## src/rtl/mem_stage_pkg.sv

```systemverilog
// mem_stage_pkg
//   Shared definitions for the MEM pipeline stage: datapath widths,
//   default data-memory depth and the stage state encoding.
package mem_stage_pkg;

    localparam int DATA_W        = 16;
    localparam int REG_IDX_W     = 3;
    localparam int DEPTH_DEFAULT = 256;

    typedef enum logic {
        IDLE      = 1'b0,
        LOAD_WAIT = 1'b1
    } state_t;

endpackage

```

## src/rtl/mem_stage_data_mem.sv

```systemverilog
// data_mem
//   Word-addressed data RAM for the MEM stage. It has one synchronous
//   write port and one registered read port. The read data is captured
//   at the same edge that presents the read address. Contents are not
//   reset.
// Ports:
//   clock  - sole clock
//   we     - write enable; wdata is written to waddr at the rising edge
//   waddr  - write word index
//   wdata  - write data
//   raddr  - read word index; mem[raddr] appears on rdata after the edge
//   rdata  - registered read data
module data_mem
    import mem_stage_pkg::*;
#(
    parameter int DEPTH = DEPTH_DEFAULT,
    parameter int AW    = $clog2(DEPTH)
) (
    input  logic              clock,
    input  logic              we,
    input  logic [AW-1:0]     waddr,
    input  logic [DATA_W-1:0] wdata,
    input  logic [AW-1:0]     raddr,
    output logic [DATA_W-1:0] rdata
);

    logic [DATA_W-1:0] mem [DEPTH];

    always_ff @(posedge clock) begin
        if (we) begin
            mem[waddr] <= wdata;
        end
        rdata <= mem[raddr];
    end

endmodule

```

## src/rtl/mem_stage.sv

```systemverilog
// mem_stage
//   MEM pipeline stage. It takes EX results through a valid/ready
//   handshake and performs the load or store on the data RAM. It then
//   presents a writeback result through a second valid/ready handshake.
//   ALU-only ops and stores complete in one cycle. Loads take two cycles
//   and pass through LOAD_WAIT while the registered RAM read completes.
//   The following accesses set the sticky addr_fault flag:
//     - an out-of-range address on a memory op;
//     - a request with both mem_read and mem_write set.
//   An out-of-range load returns zero.
// Ports:
//   clock, reset_n           - clock; synchronous active-low reset
//   in_valid / in_ready      - input handshake (accept when both high)
//   alu_result, store_data   - ALU output / memory word address, store data
//   mem_read, mem_write      - load / store request
//   reg_write, dest_reg      - register-file write control
//   flush                    - discard the pending load and the held result
//   out_valid / out_ready    - writeback handshake
//   out_data, out_dest_reg   - writeback data and destination
//   out_reg_write            - writeback enable (forced low for stores)
//   addr_fault               - sticky illegal-access flag
module mem_stage
    import mem_stage_pkg::*;
#(
    parameter int DEPTH = DEPTH_DEFAULT
) (
    input  logic                 clock,
    input  logic                 reset_n,
    input  logic                 in_valid,
    output logic                 in_ready,
    input  logic [DATA_W-1:0]    alu_result,
    input  logic [DATA_W-1:0]    store_data,
    input  logic                 mem_read,
    input  logic                 mem_write,
    input  logic                 reg_write,
    input  logic [REG_IDX_W-1:0] dest_reg,
    input  logic                 flush,
    output logic                 out_valid,
    input  logic                 out_ready,
    output logic [DATA_W-1:0]    out_data,
    output logic [REG_IDX_W-1:0] out_dest_reg,
    output logic                 out_reg_write,
    output logic                 addr_fault
);

    localparam int AW = $clog2(DEPTH);
    // One extra bit so that DEPTH itself is representable in the compare.
    localparam logic [DATA_W:0] ADDR_LIMIT = (DATA_W+1)'(DEPTH);

    state_t state, state_next;

    logic accept;
    logic is_load;
    logic is_store;
    logic op_conflict;
    logic addr_legal;
    logic ram_we;
    logic fault_set;

    logic                 ld_legal;
    logic [REG_IDX_W-1:0] ld_dest;
    logic                 ld_reg_write;
    logic [DATA_W-1:0]    ram_rdata;

    always_comb begin
        state_next  = state;
        in_ready    = 1'b0;
        accept      = 1'b0;
        is_load     = 1'b0;
        is_store    = 1'b0;
        op_conflict = 1'b0;
        addr_legal  = 1'b0;
        ram_we      = 1'b0;
        fault_set   = 1'b0;

        in_ready    = reset_n && (state == IDLE) && !flush && (!out_valid || out_ready);
        accept      = in_valid && in_ready;

        // A request with both read and write set falls back to an ALU-only op.
        is_load     = mem_read && !mem_write;
        is_store    = mem_write && !mem_read;
        op_conflict = mem_read && mem_write;
        addr_legal  = {1'b0, alu_result} < ADDR_LIMIT;

        ram_we      = accept && is_store && addr_legal;
        fault_set   = accept && (op_conflict || ((is_load || is_store) && !addr_legal));

        case (state)
            IDLE: begin
                if (accept && is_load) begin
                    state_next = LOAD_WAIT;
                end
            end
            LOAD_WAIT: begin
                // The load completes or is abandoned by flush. Both return to IDLE.
                state_next = IDLE;
            end
            default: state_next = IDLE;
        endcase
    end

    always_ff @(posedge clock) begin
        if (!reset_n) begin
            state <= IDLE;
        end else begin
            state <= state_next;
        end
    end

    // Load metadata is held across LOAD_WAIT. It needs no reset because it
    // is consumed only on the edge after a load has been accepted.
    always_ff @(posedge clock) begin
        if (accept && is_load) begin
            ld_legal     <= addr_legal;
            ld_dest      <= dest_reg;
            ld_reg_write <= reg_write;
        end
    end

    always_ff @(posedge clock) begin
        if (!reset_n) begin
            out_valid     <= 1'b0;
            out_data      <= '0;
            out_dest_reg  <= '0;
            out_reg_write <= 1'b0;
            addr_fault    <= 1'b0;
        end else begin
            if (flush) begin
                out_valid <= 1'b0;
            end else if (state == LOAD_WAIT) begin
                out_valid     <= 1'b1;
                out_data      <= ld_legal ? ram_rdata : '0;
                out_dest_reg  <= ld_dest;
                out_reg_write <= ld_reg_write;
            end else if (accept && !is_load) begin
                out_valid     <= 1'b1;
                out_data      <= alu_result;
                out_dest_reg  <= dest_reg;
                out_reg_write <= reg_write && !is_store;
            end else if (out_ready) begin
                out_valid <= 1'b0;
            end

            if (fault_set) begin
                addr_fault <= 1'b1;
            end
        end
    end

    data_mem #(
        .DEPTH (DEPTH),
        .AW    (AW)
    ) u_data_mem (
        .clock (clock),
        .we    (ram_we),
        .waddr (alu_result[AW-1:0]),
        .wdata (store_data),
        .raddr (alu_result[AW-1:0]),
        .rdata (ram_rdata)
    );

endmodule

```

## config.mk

```make
export PLATFORM = sky130hd
export DESIGN_NAME = mem_stage
export DESIGN_NICKNAME = d
export VERILOG_FILES = /design/src/rtl/mem_stage_pkg.sv /design/src/rtl/mem_stage_data_mem.sv /design/src/rtl/mem_stage.sv
export SDC_FILE = /design/constraint.sdc
export NUM_CORES = 2
export LEC_CHECK = 0
export CAP_MARGIN = 20
export CELL_PAD_IN_SITES_DETAIL_PLACEMENT = 0
export CELL_PAD_IN_SITES_GLOBAL_PLACEMENT = 1
export CORE_MARGIN = 1.5
export CORE_UTILIZATION = 50
export CTS_BUF_LIST = sky130_fd_sc_hd__clkbuf_2
export CTS_CLUSTER_SIZE = 25
export DETAILED_ROUTE_END_ITERATION = 8
export GPL_TIMING_DRIVEN = 0
export PLACE_DENSITY = 0.71
export SLEW_MARGIN = 5
export SYNTH_ARGS = -nofsm -noshare
export SYNTH_HDL_FRONTEND = slang
export SYNTH_HIERARCHICAL = 1
export SYNTH_SLANG_ARGS = --single-unit
```

## constraint.sdc

```tcl
create_clock -name clock -period 3.71 [get_ports clock]
set_input_delay 0.371 -clock clock [delete_from_list [all_inputs] [get_ports clock]]
set_output_delay 0.371 -clock clock [all_outputs]
set_load 0.005 [all_outputs]
```

; Word-level counts from Yosys, hierarchy flattened
; Memory sizes are Yosys's and may differ from the RTL's. A register that Yosys moved wholly into a read port is not among the register bits.
; Index checks and enable logic that the tools add are counted.
[classes]
n_shift = 0
addsub = 0
div = 0
eq_ne = 0
n_reduce_logical = 28
bitwise = 3
n_mul = 0
muxes = 14
n_lt_le_gt_ge = 1
[ops]
columns = cell, count
row1 = $mux W16, 3
row2 = $lt A16 B9 Y1 const B, 1
row3 = $logic_and A1 B1 Y1, 14
row4 = $mux W1, 8
row5 = $logic_not A1 Y1, 7
row6 = $mux W3, 2
row7 = $logic_or A1 B1 Y1, 3
row8 = $not A1 Y1, 3
row9 = $reduce_bool A3 Y1, 1
row10 = $pmux W1 S2, 1
row11 = $reduce_and A2 Y1, 1
row12 = $reduce_bool A2 Y1, 1
row13 = $reduce_or A2 Y1, 1
[totals]
out_inout_bits = 23
register_bits = 28
n_memories = 1
latch_bits = 0
ramBits = 4096
romBits = 0
word_cells = 56
[memory_table]
columns = name, depth, width, read_ports, rd_ports_with_merged_regs, write_ports, line_no
row1 = u_data_mem.mem, 256, 16, 1, 1, 1, mem_stage_data_mem.sv:27  ; logic [DATA_W-1:0] mem [DEPTH];

; Logic depth before layout (Yosys ltp)
[depth]
word_depth = 9
mapped_depth = 12
mapped_depth_nobuf = 6

; Cells and area by module
; The synthesis kept the hierarchy.
[modules_own_cells]
columns = module, n_inst, area_each_um2, cells_each
row1 = data_mem, 1, 158714.7, 7360
row2 = mem_stage, 1, 1448.9, 159

; Worst setup path before layout
; OpenSTA, ideal clock, no wires.
[synth_path]
kind = input port to flip-flop
start = input port alu_result[8]
end = memory u_data_mem.mem[234][0], enable pin
arrival_time_ns = 2.853
stages = 8
setup_slack_ns = 0.469
n_path_buf = 3
cell_sequence = or4_1 nor2_1 and3_1 clkbuf_1 clkbuf_1 nand3_1 clkbuf_1 nor2_1
[synth_between]
elab_chain_cells = 4
[synth_rtl]
columns = element, line_no
row1 = from (decl), mem_stage.sv:31  ; input logic [DATA_W-1:0] alu_result,
row2 = $lt A16 B9 Y1, mem_stage.sv:83  ; addr_legal = {1'b0, alu_result} < ADDR_LIMIT;
row3 = net addr_legal, mem_stage.sv:56  ; logic addr_legal;
row4 = $logic_and A1 B1 Y1, mem_stage.sv:85  ; ram_we = accept && is_store && addr_legal;
row5 = net ram_we, mem_stage.sv:57  ; logic ram_we;
row6 = $mux W1, mem_stage_data_mem.sv:30  ; if (we) begin
row7 = $mux W1 (implied by the code), mem_stage_data_mem.sv:31  ; mem[waddr] <= wdata;
row8 = to (decl), mem_stage_data_mem.sv:27
; The timed path passes the listed nets, and every way through them passes these cells.

==> results.txt <==
- The worst pin sits at a relative slew slack of -0.0338.
- Post-synth net total: ~7600
- The count of final max-slew check failures came to 2.
* Number of antenna violations at the first check in global routing: 43
- Peak clock frequency supported by timing: 0.247 GHz
- Max-cap violations in this run came to 2.
- At the end of the flow, the number of nets in the layout was 9267.
- Counting instances, the worst hold path has a depth of 5.
- Number of global-route vias before repair: between 80000 and 90000
* Min Clock Period, post-route: 4.05 ns
* Rows: about 210
- Ranked by total cell area, the synthesized netlist is headed by edfxtp_1 (77%), mux4_2 (11%), mux2i_1 (3.7%).
- Initial core utilization: 0.503
- For this run, the register share of the synthesized area comes to 0.774.
* Drt initial violations: roughly 14000
* Final WS setup: -0.343 ns
- The number of hold violations in the final report came to 0.
- STA puts the critical path data arrival time at approximately 6.1 ns.
- After clock tree synthesis, the clock-pin slew on the worst setup and hold paths is approximately 0.090 ns.
* Final clock skew: roughly 0.23 ns
- For this run, the total global-route usage over all layers was measured as 0.320.
- 66 I/O pins were placed.
- Drt pass-1 iters: 7
- Slew of the pin with the lowest slew margin: ~1.5 ns
- Power density over the cells: 471 nW/um^2
- Placement Setup Slack: -3.35 ns
- Number of input and output port buffers inserted: 65
- The flow ran to the end, but the final reports show violations.
- Global-route wire length before repair: 698000 um
* DR vias: 90600
- Counting flops per register, the top entry is u_data_mem/mem.
- Of the cells placed in the final design, the portion with a size suffix greater than 1 is 0.348.
- In this run, synthesis inferred approximately 4100 flip-flops with an integrated enable.
- Fraction of synthesized cell area in xor and xnor cells: 0
- Max FFs per register: slightly above 4000
- Distinct cell type count after synthesis: between 50 and 60
* Total congestion overflow: 0
- The clock drives approximately 4100 sinks.
* Cell chosen for the clock root: clkbuf_2
- Post-detailed-routing wire length: 514000 um
- Share of flip-flops with an asynchronous set or reset after synthesis: 0
- Pin count of the biggest net entering global routing: about 140
- Setup violations remaining at the end of the flow were counted as 30.
- Die X-Extent: 569 um
- By area, the combinational part of the netlist is dominated by multiplexers.
* Category of the worst setup path launch point: input port
* Leakage power total: around 0.06 uW
* Routability cong.: about 1.0
- In this run the deepest clock path goes through 5 buffers.
* Synth Cell Area: between 150000 and 200000 sq um
* Core footprint: 318000 sq um
* Die outline height: around 570 um
* Adder-cell share of the synthesized area: 0.000234
- Yosys warning count: 6
* Vias per cell: 6.44
* Layout Cells excl Fill: approximately 14000
- The portion of synthesized area spent on multiplexers is 0.155.
- Cell count after synthesis: between 7000 and 8000
- Relative to the synthesized area, the layout overhead comes to 15.0%.
- Syn avg cell area: approximately 21 sq um
- The largest registers in the layout are u_data_mem/mem (4096), out_data (16), u_data_mem/rdata (16).
* Power consumption: between 80000 and 90000 uW
- At the worst endpoint, the required time is about 5.8 ns.
- Leading post-synthesis cells by instance count: edfxtp_1 (4101), mux4_2 (797), mux2i_1 (585)
- Most instantiated library cell after synthesis: edfxtp_1
- TritonCTS clock tree: yes
* Half-perimeter wire length after detailed placement: between 300000 and 400000 um
- STA classifies the critical path endpoint as a flop.
- Routed length per placed instance: approximately 37 um
- Area share of the largest cell type after synthesis: 0.769
* Num CTS Buffers: 1103
* Area fraction in and, or, nand and nor cells after synthesis: 0.0180
- Post-placement cell count: around 12000
- Max VDD drop: between 300 and 400 uV
- Clock latency of the later-clocked register in the worst-skew pair: between 2 and 2.5 ns
* DR DRC count: 0
- In the finished design, the share of the clock period the worst path needs comes to 1.09.
- Summed over all instances, the cell type with the most area after synthesis is edfxtp_1.
* CP Max Fanout: 12
- Die Outline Area: between 300000 and 400000 sq um
- Compound-cell area share of the yosys netlist: 0.0358
- By startpoint and endpoint, the worst setup path is classified as in2reg.
- The detail route stage leaves a number of antenna-violating nets equal to 0.
- Class of the tightest hold or removal check: in2reg
- Yosys reg bits: roughly 4100
- Number of H-tree branching levels: 7
* Violated checks: capacitance limit, slew limit, setup timing
- The worst register-to-register path has a depth of 9.
* Main flop type after synthesis: edfxtp_1
-- worst paths after layout --
path	end	start	slack (ns)
setup / recovery	u_data_mem/rdata[15]	alu_result[1]	-0.34
hold / removal	u_data_mem/rdata[4]	alu_result[5]	0.28
setup reg to reg	u_data_mem/mem[111][15]	state	0.01
hold reg to reg	out_data[12]	out_data[12]	0.48
-- report_power, final --
group / total, uW / internal, uW / switching, uW / leakage [uW]
sequential: 51400 / 51300 / 33.5 / 0.0372
clock: 29400 / 11500 / 17900 / 0.00690
combinational: 5870 / 1910 / 3960 / 0.0166
total: 86700 / 64800 / 21900 / 0.0607
-- cell families (layout without fill, tap and decap cells) --
logic type,count (synthesis),in the layout
DFF,4140,4140
muxes,1473,1473
AOI/OAI and AO/OA,807,807
and+or+nand+nor,627,627
buffers and inverters,469,2800
adders and majority gates,3,3
other,0,43
-- area by class of cell --
type	instances	area, sq um
antenna	43	108
buffer	461	2870
clock buffer	1524	7630
clock inverter	210	1060
fill	23900	134000
inverter	6	22.5
multi-input combinational	2910	34600
sequential	4140	124000
tap	4180	5230
timing repair buffer	599	8680
-- metal layers --
layer	track usage	vias to the layer above	wire (um)
li1	-	35900	-
met2	0.474	6451	234000
met1	0.417	47100	187000
met4	0.178	24	27800
met3	0.107	1143	65400
met5	0.00803	-	618
-- worst max-delay path, cell delays in order --
cell             delay [ns]
clkdlybuf4s50_1        0.73
buf_4                  0.36
buf_2                  0.44
buf_2                  0.43
buf_2                  0.57
buf_4                  0.52
mux4_2                 0.35
a211oi_1               0.07
o21ai_0                0.77
nand3_1                0.54
nor4_2                 0.82
-- through the flow --
step | hold slack (ns) | setup TNS, ns | cell area, sq um | utilization
final | 0.280 | -2.72 | 184000 | 0.579
after global routing | 0.0576 | -0.0492 | 184000 | 0.578
after CTS | 0.0579 | -0.0827 | 184000 | 0.577
after detailed placement | 0.458 | -3897.48 | 172000 | 0.542
after global placement | 0.453 | - | 166000 | 0.522
after floorplan | 0.454 | 0 | 160000 | -
-- placed cells by master (no fill, tap or decap), types with 52 or more instances in the layout --
cell type / instances
a21oi_1: 176
o22ai_1: 148
buf_2: 83
mux2_2: 91
nor2_2: 210
mux4_2: 797
nand2_1: 60
dlygate4sd3_1: 133
o21ai_0: 52
nor3_1: 86
o221ai_1: 252
buf_16: 73
buf_8: 267
buf_4: 67
clkbuf_2: 1539
mux2i_1: 585
buf_6: 93
edfxtp_1: 4101
clkbuf_1: 207
clkinv_1: 150
-- what timing repair did --
action | in CTS | in global routing
hold buffers | 147 | 2
pin swaps | 13 | 0
setup buffers | 41 | 2
gates resized for setup | 110 | 14
endpoints found under the hold margin | 5544 | 1
setup endpoints to repair | 3698 | 109
No activity file was read; power rests on OpenSTA's default activity.
